## src/rtl/mem_refill_arbiter.sv

```systemverilog
// mem_refill_arbiter: shares one main-memory read port between I- and D-cache line refills.
// Define RR_ARB_EN for round-robin arbitration; the default build uses fixed data-side priority.
module mem_refill_arbiter #(
    parameter int LINE_WORDS = 4,
    parameter int MEM_LAT    = 3
) (
    input  logic                          Clk,
    input  logic                          Rst,
    input  logic                          iReq,
    input  logic [31:0]                   iAddr,
    input  logic                          dReq,
    input  logic [31:0]                   dAddr,
    input  logic [31:0]                   memData,
    output logic                          memRd,
    output logic [31:0]                   memAddr,
    output logic                          iGnt,
    output logic                          dGnt,
    output logic                          fillValid,
    output logic [31:0]                   fillData,
    output logic [$clog2(LINE_WORDS)-1:0] fillIdx,
    output logic                          iDone,
    output logic                          dDone,
    output logic                          busy
);
    // state | meaning
    // IDLE  | no refill in progress; requests are sampled only here
    // FETCH | reading the line, MEM_LAT cycles per word
    // DONE  | single cycle: owner's Done pulse, grant still held
    typedef enum logic [1:0] {IDLE, FETCH, DONE} state_t;

    localparam int               IDX_W     = $clog2(LINE_WORDS);
    localparam logic [IDX_W-1:0] IDX_LAST  = IDX_W'(LINE_WORDS - 1);
    localparam logic [3:0]       CNT_LAST  = 4'(MEM_LAT - 1);
    localparam logic [31:0]      BASE_MASK = ~32'(LINE_WORDS * 4 - 1);

    state_t           r_state;
    logic [31:0]      r_base;
    logic [IDX_W-1:0] r_idx;
    logic [3:0]       r_cnt;
    logic             r_igrant;
    logic             r_dgrant;
    logic             w_pick_d;
    logic             w_fetch;
    logic             w_word_end;
    logic [31:0]      w_word_off;

`ifdef RR_ARB_EN
    logic r_last_dat;   // 1 = data side won the most recent grant
    assign w_pick_d = dReq & (~iReq | ~r_last_dat);
`else
    assign w_pick_d = dReq;
`endif

    assign w_fetch    = (r_state == FETCH);
    assign w_word_end = w_fetch & (r_cnt == CNT_LAST);
    assign w_word_off = {{(30 - IDX_W){1'b0}}, r_idx, 2'b00};

    always_ff @(posedge Clk or posedge Rst) begin
        if (Rst) begin
            r_state  <= IDLE;
            r_base   <= '0;
            r_idx    <= '0;
            r_cnt    <= '0;
            r_igrant <= 1'b0;
            r_dgrant <= 1'b0;
`ifdef RR_ARB_EN
            r_last_dat <= 1'b0;
`endif
        end else begin
            case (r_state)
                IDLE: begin
                    if (iReq | dReq) begin
                        r_base   <= (w_pick_d ? dAddr : iAddr) & BASE_MASK;
                        r_dgrant <= w_pick_d;
                        r_igrant <= ~w_pick_d;
                        r_idx    <= '0;
                        r_cnt    <= '0;
                        r_state  <= FETCH;
`ifdef RR_ARB_EN
                        r_last_dat <= w_pick_d;
`endif
                    end
                end
                FETCH: begin
                    // the index wraps back to 0 on the last word since LINE_WORDS is a power of two
                    if (r_cnt == CNT_LAST) begin
                        r_cnt <= '0;
                        r_idx <= r_idx + IDX_W'(1);
                        if (r_idx == IDX_LAST)
                            r_state <= DONE;
                    end else begin
                        r_cnt <= r_cnt + 4'd1;
                    end
                end
                DONE: begin
                    r_igrant <= 1'b0;
                    r_dgrant <= 1'b0;
                    r_state  <= IDLE;
                end
                default: r_state <= IDLE;
            endcase
        end
    end

    assign busy      = (r_state != IDLE);
    assign memRd     = w_fetch;
    assign memAddr   = w_fetch ? (r_base + w_word_off) : 32'h0;
    assign fillValid = w_word_end;
    assign fillData  = w_word_end ? memData : 32'h0;
    assign fillIdx   = r_idx;
    assign iGnt      = r_igrant;
    assign dGnt      = r_dgrant;
    assign iDone     = (r_state == DONE) & r_igrant;
    assign dDone     = (r_state == DONE) & r_dgrant;

endmodule

```

## config.mk

```make
export PLATFORM = sky130hd
export DESIGN_NAME = mem_refill_arbiter
export DESIGN_NICKNAME = d
export VERILOG_FILES = /design/src/rtl/mem_refill_arbiter.sv
export SDC_FILE = /design/constraint.sdc
export NUM_CORES = 1
export LEC_CHECK = 0
export CORE_UTILIZATION = 34
export CTS_CLUSTER_SIZE = 30
export DETAILED_ROUTE_END_ITERATION = 10
export MAX_ROUTING_LAYER = met4
export PLACE_DENSITY_LB_ADDON = 0.15
export SLEW_MARGIN = 10
export SYNTH_ARGS = -nofsm -noshare
export SYNTH_HDL_FRONTEND = slang
export SYNTH_SLANG_ARGS = --single-unit
```

## constraint.sdc

```tcl
create_clock -name Clk -period 1.94 [get_ports Clk]
set_clock_uncertainty 0.15 [all_clocks]
set_input_delay 0.388 -clock Clk [delete_from_list [all_inputs] [get_ports Clk]]
set_output_delay 0.388 -clock Clk [all_outputs]
set_load 0.03 [all_outputs]
```

==> summary.txt <==
status -> finished with violations
failing checks -> design-rule violations, negative setup slack
Max clock buf depth -> 2
synthesized instance count -> 255
Via-to-Cell Ratio -> 5.09
Synth Area in Adders -> 0.0163
Clk Latency, worst-skew pair -> 0.30 ns
final hold violations -> 0
first-pass GRT wire length -> 12700 um
DP Worst Slack -> 0.0310 ns
Fillers -> 467
port buffer count -> 162
CP startpoint -> r_cnt[0]
global routing's busiest layer -> met2
grt met1 use -> 0.261
Int Pwr -> 4250 uW
Seq pwr share -> 0.188
worst setup path category -> flop to output port
RSZ-0062 raised after global routing -> true
multi-input logic area -> 1420 um2
R2R Setup Slk -> 0.04 ns
main combinational cell family by area after synthesis -> simple AND/OR/NAND/NOR gates
Synth Flop Type -> dfrtp_1
post-synthesis mux area share -> 0.126
Die X -> 84.3 um
final RePlAce weighted congestion -> 0.727
EDFF count, synth -> 0
Compound-Gate Fraction of Synth Area -> 0.153
final worst setup slack -> -0.335 ns
post-synth top area cell -> dfrtp_1
FP Rows -> 29
CTS HTree Levels -> 2
Final #Nets -> 540
gr usage total -> 0.233
die area -> 7100 um2
crit path to -> fillData[19]
commonest non-fill, non-tap cell in the layout -> clkdlybuf4s50_1
P_sw -> 3190 uW
most frequent cells in the layout -> 92 x clkdlybuf4s50_1, 66 x buf_6, 58 x o21ai_0, 38 x dfrtp_1, 30 x and2_4
final wirelength -> 8420 um
Startpoint Class -> flop
DR vias -> 2621
post-synth cell types -> 31
Worst-path clk slew -> 0.08 ns
largest net degree at the start of global routing -> 39
R2R Path Start -> r_cnt[0]
CP Max Fanout -> 9
antenna viol nets, final -> 0
synth warn -> 0
asr flop ratio synth -> 1.00
DR pass1 iterations -> 8
switching share of power -> 0.429
hold path startpoint -> dReq
Final Power -> 7430 uW
CTS tree -> built
Final TNS setup -> -12.92 ns
met3 Track Usage GR -> 0.0659
Initial Utilization -> 0.356
Comb pwr share -> 0.734
top cells by area, synth -> dfrtp_1 41%, mux2i_1 13%, o21ai_0 13%, and3_1 9.0%, and2_1 8.2%
Pins Over Slew Limit -> 0
number of global-route vias before repair -> 2519
leak pwr -> 0.00226 uW
initial antenna violation count -> 0
DP HPWL -> 5200 um
Setup Viol. Count Final -> 62
Syn Std Cell Area -> 2300 um2
Root Driver -> clkbuf_8
die height -> 84.3 um
Inserted Clock Buffers -> 5
FF-to-FF path depth -> 7
fin crit period -> 2.28 ns
clk sinks -> 38
Fmax -> 440 MHz
R2R Path End -> r_cnt[2]
CTS Hold Bufs -> 0
CP Capture Type -> output port
initial drt markers -> 144
syn avg cell area -> 9.03 um2
GR met2 Demand/Resource -> 0.392
Final period util -> 1.17
ratio of cells with drive above 1 in the final layout -> 0.413
DR DRC count -> 31
crit path DAT -> 1.74 ns
Peak VDD IR -> 0.854 mV
ANT cells -> 0
P&R area growth vs syn -> 108%
xor/xnor share of the synthesized area -> 0
register area share after synthesis -> 0.413
Core Footprint -> 6460 um2
Wirelength per Cell -> 16.3 um
GR Overflow Total -> 0
simple-gate portion of the synthesized area -> 0.227
Ports -> 173
register area -> 951 um2
MaxCap Viol Count -> 0
CP required -> 1.40 ns
clock share of power -> 0.079
Hold Crit Class -> input port to flop
Power Density -> 1550 nW/um2
area share of the largest cell type after synthesis -> 0.413
flops & latches, synth -> 38
-- sequential cells by signal, summed over array words and instances (netlist names) --
signal and count:
r_base 28, r_cnt 4, fillIdx 2, r_state 2, dGnt 1, iGnt 1
-- Yosys cell counts (all sizes together), types with 2 or more instances --
master	n
clkbuf	16
dfrtp	38
nand2	3
ha	3
and2	30
o211ai	2
nand3	5
buf	11
nor2	6
inv	5
and3	33
o21ai	59
and3b	2
mux2i	29
-- cell families (layout without fill, tap and decap cells) --
logic type                 Yosys count  in the layout
adders and majority gates            3              3
muxes                               29             29
and+or+nand+nor                     86             86
AOI/OAI and AO/OA                   66             66
other                                1              2
DFF                                 38             38
buffers and inverters               32            214
-- worst min path at each step --
stage,end,slack (ns),cells after the start
2_1_floorplan,r_base[10],0.32,2
3_3_place_gp,r_base[22],0.33,2
3_5_place_dp,r_base[25],0.34,2
4_1_cts,dGnt,0.24,3
5_1_grt,dGnt,0.27,3
6_report,dGnt,0.26,3
-- area by class of cell --
cell class / count / share of cell area
repair buffers: 200 / 0.458
well taps: 77 / 0.0201
repair inverters: 1 / 0.00235
inverters: 5 / 0.00653
multi-input cells: 186 / 0.295
clock buffers: 6 / 0.0172
clock inverters: 2 / 0.00261
flip-flops and latches: 38 / 0.198
-- power by group through the flow --
stage | Sequential (uW) | Clock [uW] | Combinational (uW)
after CTS | 1370 | 591 | 4980
final | 1390 | 586 | 5450
after floorplan | 1400 | 0 | 2350
after detailed placement | 1380 | 0 | 3930
after global placement | 1350 | 0 | 3880
after global routing | 1430 | 634 | 5770
-- layer usage --
metal,vias up,wire length [um],part of all wire
met5,-,0,0
met4,0,157,0.019
met3,19,625,0.074
met2,124,4290,0.51
met1,1220,3350,0.40
li1,1258,-,-
-- critical path: stages, from the launching register on --
cell and delay, ns:
dfrtp_1 0.41, inv_1 0.07, ha_1 0.15, nor3b_4 0.19, buf_6 0.15, clkbuf_16 0.15
and3_4 0.19, buf_6 0.13
-- through the flow --
step | cell area, um2 | util | std cells | hold slack, ns
final | 4790 | 0.742 | 515 | 0.261
after global routing | 4790 | 0.742 | 515 | 0.270
after CTS | 4570 | 0.707 | 502 | 0.245
after detailed placement | 3990 | 0.618 | 484 | 0.337
after global placement | 3990 | 0.618 | 484 | 0.328
after floorplan | 2370 | - | 256 | 0.315
-- timing repair --
action | in CTS | in global routing
gates resized for setup | 99 | 26
setup endpoints to repair | 66 | 66
cloned | 4 | 6
pin swaps | 13 | 15
buffers inserted | 6 | 9
Note: power is estimated with default switching activity, not from simulation.
